===== config.mk =====
export PLATFORM = sky130hd
export DESIGN_NAME = tetris_update_ref
export DESIGN_NICKNAME = d
export VERILOG_FILES = /design/src/rtl/tetris_update_ref.sv
export SDC_FILE = /design/constraint.sdc
export NUM_CORES = 1
export LEC_CHECK = 0
export ABC_AREA = 1
export CORE_MARGIN = 10
export CORE_UTILIZATION = 35
export DETAILED_ROUTE_END_ITERATION = 7
export PLACE_DENSITY_LB_ADDON = 0.05
export SETUP_SLACK_MARGIN = 0.02
export SLEW_MARGIN = 20
export SYNTH_ARGS = -nofsm -noshare
export SYNTH_HDL_FRONTEND = slang
export SYNTH_SLANG_ARGS = --single-unit

===== constraint.sdc =====
create_clock -name clk -period 4.2 [get_ports clk]
set_clock_uncertainty 0.2 [all_clocks]
set_input_delay 1.05 -clock clk [delete_from_list [all_inputs] [get_ports clk]]
set_output_delay 1.05 -clock clk [all_outputs]
set_load 0.1 [all_outputs]

===== src/rtl/tetris_update_ref.sv =====
// Move codes shared with the movement decoder, and the registered next-position
// calculator for the falling piece's reference cell on a 10x20 board.
package tetris_pkg;
  typedef enum logic [2:0] {
    MOVE_LEFT   = 3'd0,
    MOVE_RIGHT  = 3'd1,
    MOVE_DOWN   = 3'd2,
    MOVE_ROTATE = 3'd3,
    MOVE_NONE   = 3'd4
  } move_t;
endpackage

module tetris_update_ref
  import tetris_pkg::*;
(
  input  logic        clk,
  input  logic        rst,
  input  logic        en,
  input  move_t       movement,
  input  logic [3:0]  row_i,
  input  logic [4:0]  col_i,
  output logic [3:0]  row_o,
  output logic [4:0]  col_o
);

  localparam logic [3:0] ROW_MAX = 4'd9;
  localparam logic [4:0] COL_MAX = 5'd19;

  logic [3:0] row_q, row_d;
  logic [4:0] col_q, col_d;
  logic [3:0] row_sat;
  logic [4:0] col_sat;

  function automatic logic [3:0] sat_row(input logic [3:0] r);
    return (r > ROW_MAX) ? ROW_MAX : r;
  endfunction

  function automatic logic [4:0] sat_col(input logic [4:0] c);
    return (c > COL_MAX) ? COL_MAX : c;
  endfunction

  always_comb begin
    row_d   = row_q;
    col_d   = col_q;
    row_sat = sat_row(row_i);
    col_sat = sat_col(col_i);
    if (en) begin
      row_d = row_sat;
      col_d = col_sat;
      // Rotate and the unused codes 5..7 leave the anchor where it is.
      case (movement)
        MOVE_LEFT:  row_d = (row_sat != 4'd0)   ? row_sat - 4'd1 : 4'd0;
        MOVE_RIGHT: row_d = (row_sat < ROW_MAX) ? row_sat + 4'd1 : ROW_MAX;
        MOVE_DOWN:  col_d = (col_sat < COL_MAX) ? col_sat + 5'd1 : COL_MAX;
        default: ;
      endcase
    end
  end

  always_ff @(posedge clk) begin
    if (rst) begin
      row_q <= 4'd0;
      col_q <= 5'd0;
    end else begin
      row_q <= row_d;
      col_q <= col_d;
    end
  end

  assign row_o = row_q;
  assign col_o = col_q;

endmodule


==> results.cfg, run 1 <==
[route]
met1_length_um = 841
top_layer_used = met4
vias = 802
drcViolationCount = 0
via_per_inst = 4.86
first_iter_violations = 42
dr.pass1.iters = 4
drt-total-wl_mm = 1.81
wl_met3_um = 114
routedWlPerCell_um = 11.0
ant_nets = 0
wl_met2_um = 825

[pwr]
peakVddDrop_mv = 0.106
p_sw_mw = 0.112
power_frac_clock_pct = 23.7
p_int_mw = 0.164
p_sw_share_pct = 40.4
p_per_area_mw_per_mm2 = 280
p_leak_nw = 0.443
power_frac_seq_pct = 34.2
combinationalPowerShare_pct = 42.1

[synthesis]
synthTopCellsByArea = dfxtp_1, nand2_1, inv_1
ys_types = 25
synth_top_family_by_area = simple AND/OR/NAND/NOR gates
synth_top_cells_by_count = nand2_1, inv_1, nor2_1, o21ai_0
synth_ff_type = dfxtp_1
synth_fp_nets = 129
yosysWarnings = 0
synth_compound_area_share_pct = 23.7
seq_area_frac_synth_pct = 25.7
synth_area_leader_cell = dfxtp_1
synth.most_common_cell = nand2_1
synth_mux_area_share_pct = 1.43
synthSimpleGateAreaFrac_pct = 31.2
synth_top_area_share_pct = 25.7
syn-instance-count = 112
synth_edf_count = 0
synthesis.area_um2 = 702
avgSynthCellArea_um2 = 6.27
async_reset_ff_share_pct = 0
ys_ff_latch = 9
yosys.area_share.xor_xnor_pct = 2.50
synth_fa_ha_area_share_pct = 3.57

[clock_tree]
postCtsHoldBufs = 0
htreeDepth = 1
post_cts_buffers = 0
clkSlewWorstSetupHoldPaths_ps = 60
cts_tree = built
root_buffer = clkbuf_4
cts.repair.resized = 0
cts_inserted_buffers = 3
clockBufferDepth = 2
insertion_delay_ps = 260
cts.sinks = 9

[sta]
finalCritPeriodShare_pct = 71.1
slew_headroom_pct = 34.8
worst_slew_pin_slew_ps = 975
fin_crit_ps = 2980
setup_viol = 0
grt_setup_unrepaired = false
finalHoldViolations = 0
holdWs_ps = 268
max_freq_mhz = 335
final_max_slew_viol_count = 0
fin_tns_setup_ps = 0

[critical_path]
ff2ff_path_depth = 4
cp_max_fo = 2
endpoint = row_o[2]
timing.rr.start = row_o[2]
r2r_end = row_o[2]
cp_num_buf_inv = 1
required_ps = 2950
arrival_ps = 1730
max_stage_delay_ps = 1140
endpoint_kind = output pin
path_cells = clkdlybuf4s50_1
crit_type = reg -> out
path_delay_family = buffers and inverters
path_depth = 1
start_kind = register
cpMaxStageDelayCell = clkdlybuf4s50_1
startpoint = row_o[2]
r2r_slack_ps = 3310

[run_status]
status = complete, no violations

[global_routing]
overflow = 0
grtUsageTotal_pct = 9.26
grt_max_degree = 14
grt_pass1_vias = 705
antenna_found_initial = 0
grt_pass1_wl_mm = 3.15

[final_layout]
synthToLayoutAreaGrowth_pct = 40.3
antenna_cells = 0
stdcell_count = 165
layout.nets = 156
nFillCells = 217
drive_above_1_share_pct = 9.42

[floorplan]
initial_core_util_pct = 36.1
dieArea_mm2 = 0.00420
dieWidth_um = 64.8
ios = 24
core_mm2 = 0.00194
rows = 16
die_y_um = 64.8

[place]
io_buffer_count = 23
place_congestion = 0.911
placed_cells_incl_taps = 161
dp_hpwl_mm = 1.56

[worst_hold_path]
holdPathStages = 2
hold_class = reg -> reg

[run]
drv_cap = 0
-- stage by stage --
step	worst slack (ps)	area [um^2]	util [%]	total power [mW]
6_report	1220	985	50.7	0.276
5_1_grt	1010	985	50.7	0.296
3_5_place_dp	983	958	49.4	0.213
4_1_cts	1190	985	50.7	0.280
2_1_floorplan	1730	702	-	0.175
3_3_place_gp	1030	958	49.4	0.213
-- area by class of cell --
cell class	count	area (um^2)	area share (%)
Clock buffer	4	26.3	2.67
Inverter	20	76.3	7.75
Multi-Input combinational cell	82	438	44.5
Sequential cell	9	180	18.3
Tap cell	27	33.8	3.43
Timing Repair Buffer	23	230	23.4
-- placed cells by master, fill, tap and decap left out, drive strengths merged --
cell           netlist  layout
a21oi               11      11
a31oi                3       3
clkbuf               1       4
clkdlybuf4s50        0      23
clkinv               1       1
dfxtp                9       9
ha                   2       2
inv                 19      19
mux2i                1       1
nand2               24      24
nand3                5       5
nand4                3       3
nor2                14      14
nor3                 2       2
o2111ai              1       1
o21ai               13      13
o31ai                1       1
xnor2                1       1
xor2                 1       1
-- power by group through the flow --
stage / combinational [mW] / clock, mW / sequential [mW]
2_1_floorplan: 0.0358 / 0 / 0.140
3_3_place_gp: 0.116 / 0 / 0.0961
3_5_place_dp: 0.117 / 0 / 0.0963
4_1_cts: 0.117 / 0.0682 / 0.0944
5_1_grt: 0.126 / 0.0746 / 0.0950
6_report: 0.116 / 0.0655 / 0.0943
-- registers in the layout, summed over array words and instances (netlist names) --
name   count
row_o      4
col_o      5
-- how the worst min path moves through the flow --
stage	start	endpoint	slack, ps
global route	col_o[2]	col_o[2]	290
detailed placement	col_o[2]	col_o[2]	260
finish	col_o[2]	col_o[2]	270
floorplan	col_o[2]	col_o[2]	700
global placement	col_o[2]	col_o[2]	260
CTS	col_o[2]	col_o[2]	270
-- kinds of logic (layout without fill, tap and decap cells) --
logic type / Yosys count / after routing
fa+ha+maj: 2 / 2
simple gates: 48 / 48
mux: 1 / 1
xor+xnor: 2 / 2
flops: 9 / 9
buf+inv: 21 / 47
compound gates: 29 / 29
-- per-layer routing --
| layer | vias to the layer above | track usage [%] |
|---|---|---|
| li1 | 423 | - |
| met1 | 343 | 11.1 |
| met2 | 34 | 14.0 |
| met3 | 2 | 2.92 |
| met4 | 0 | 5.61 |
| met5 | - | 0 |
-- worst min-delay path, delay by kind of cell, from the launching register on --
family | cells | cell delay (ps)
DFF | 1 | 310
and+or+nand+nor | 1 | 60
AOI/OAI and AO/OA | 1 | 50
(Power assumes the default switching activity.)
==> inputs of run 2 (changes only) <==
==> constraint.sdc (replaced) <==
create_clock -name clk -period 2.6 [get_ports clk]
set_clock_uncertainty 0.2 [all_clocks]
set_input_delay 0.65 -clock clk [delete_from_list [all_inputs] [get_ports clk]]
set_output_delay 0.65 -clock clk [all_outputs]
set_load 0.1 [all_outputs]
==> results.cfg, run 2 (synthesized netlist as in run 1, its figures left out) <==
[worst_hold_path]
hold_class = reg -> reg

[route]
drcViolationCount = 0
routedWlPerCell_um = 11.3
drt-total-wl_mm = 1.95
wl_met2_um = 882
top_layer_used = met4
wl_met3_um = 91
via_per_inst = 4.85
vias = 835
ant_nets = 0
met1_length_um = 935
dr.pass1.iters = 4
first_iter_violations = 10

[sta]
fin_crit_ps = 2290
slew_headroom_pct = 79.8
setup_viol = 0
fin_tns_setup_ps = 0
finalHoldViolations = 0
worst_slew_pin_slew_ps = 300
grt_setup_unrepaired = false
finalCritPeriodShare_pct = 88.0
setup_ws_ps = 311
max_freq_mhz = 437
final_max_slew_viol_count = 0

[critical_path]
crit_type = in -> reg
endpoint_kind = register
max_stage_delay_ps = 390
start_kind = input port
required_ps = 2610
path_delay_family = buffers and inverters
path_cells = clkdlybuf4s50_1 -> inv_1 -> a21oi_2 -> nor2_1 -> inv_1 -> ha_1 -> inv_1 -> nor3_2 -> nor2_1 -> o21ai_0 -> o2111ai_1 -> nand2_1 -> inv_1
cp_max_fo = 5
cp_num_buf_inv = 5
arrival_ps = 2300
cpMaxStageDelayCell = clkdlybuf4s50_1
cp_common_cell = inv_1

[pwr]
p_per_area_mw_per_mm2 = 449
peakVddDrop_mv = 0.197
p_leak_nw = 0.493

[clock_tree]
cts_tree = built
post_cts_buffers = 0
cts_inserted_buffers = 3
htreeDepth = 1
cts.sinks = 9
clockBufferDepth = 2
clkSlewWorstSetupHoldPaths_ps = 60
root_buffer = clkbuf_4
insertion_delay_ps = 260

[run]
drv_cap = 0

[final_layout]
synthToLayoutAreaGrowth_pct = 45.3
nFillCells = 194
largest_reg_flops = 5
drive_above_1_share_pct = 20.7
antenna_cells = 0
final_cell_area_mm2 = 0.00102
layout.nets = 163
layout_commonest_cell = nand2_1
final_cell_mix = nand2_1, inv_1, buf_4

[global_routing]
overflow = 0
grt_pass1_vias = 804
antenna_found_initial = 0
grt_pass1_wl_mm = 3.46
grt_max_degree = 13
grtUsageTotal_pct = 10.0

[floorplan]
dieWidth_um = 64.8
dieArea_mm2 = 0.00420
rows = 16
initial_core_util_pct = 36.1
ios = 24
die_y_um = 64.8
core_mm2 = 0.00194

[place]
place_congestion = 0.849
dp_hpwl_mm = 1.68
placed_area_um2 = 988
io_buffer_count = 23
detailedPlace.worstSlack_ps = -31.2

[run_status]
status = complete, no violations
-- run 2: cell types whose count changed in the layout (fill, tap and decap cells not counted), sizes merged --
cell / change
buf: +16
clkdlybuf4s50: -9
-- run 2: power by group --
group          internal [mW]  switching (mW)  total, mW  leakage (nW)
registers              0.148         0.00472      0.152        0.0746
logic                 0.0628           0.133      0.196         0.404
clock network         0.0593          0.0504      0.110        0.0150
-- run 2: worst register-to-register path: stages, from the launching register on --
cell,delay (ps)
dfxtp_1,320
nor2_1,100
nor2_1,40
o21ai_1,70
inv_1,40
-- run 2: final timing paths --
| check | from | end | slack [ps] | cells past startpoint |
|---|---|---|---|---|
| worst min-delay path | col_o[2] | col_o[2] | 270 | 2 |
| worst max-delay path | row_i[1] | row_o[1] | 310 | 13 |
| worst max register to register | row_o[2] | row_o[2] | 1730 | 4 |
| worst min register to register | col_o[2] | col_o[2] | 270 | 2 |
-- run 2: cell type report --
class                      instances  area (um^2)  area share, %
multi-input combinational         82          443           43.4
timing repair buffer              30          260           25.5
sequential                         9          180           17.7
inverter                          20         76.3           7.48
tap                               27         33.8           3.31
clock buffer                       4         26.3           2.58
-- run 2: metrics by stage --
stage	hold WS, ps	power (mW)	cells	util, %
after CTS	271	0.463	172	52.3
after global placement	256	0.349	168	50.9
after floorplan	512	0.283	112	-
after detailed placement	262	0.351	168	50.9
after global routing	291	0.483	172	52.5
final	267	0.458	172	52.5
-- run 2: timing repair --
| action | 4_1_cts | 5_1_grt |
|---|---|---|
| resized for setup | 0 | 2 |
| endpoints found under the setup margin | 0 | 2 |
| hold buffers | 0 | 0 |
-- run 2: routing by layer --
layer  track usage [%]  up-vias
li1                  -      440
met5                 0        -
met2              15.6       23
met3              2.92        4
met4              6.15        0
met1              11.8      368
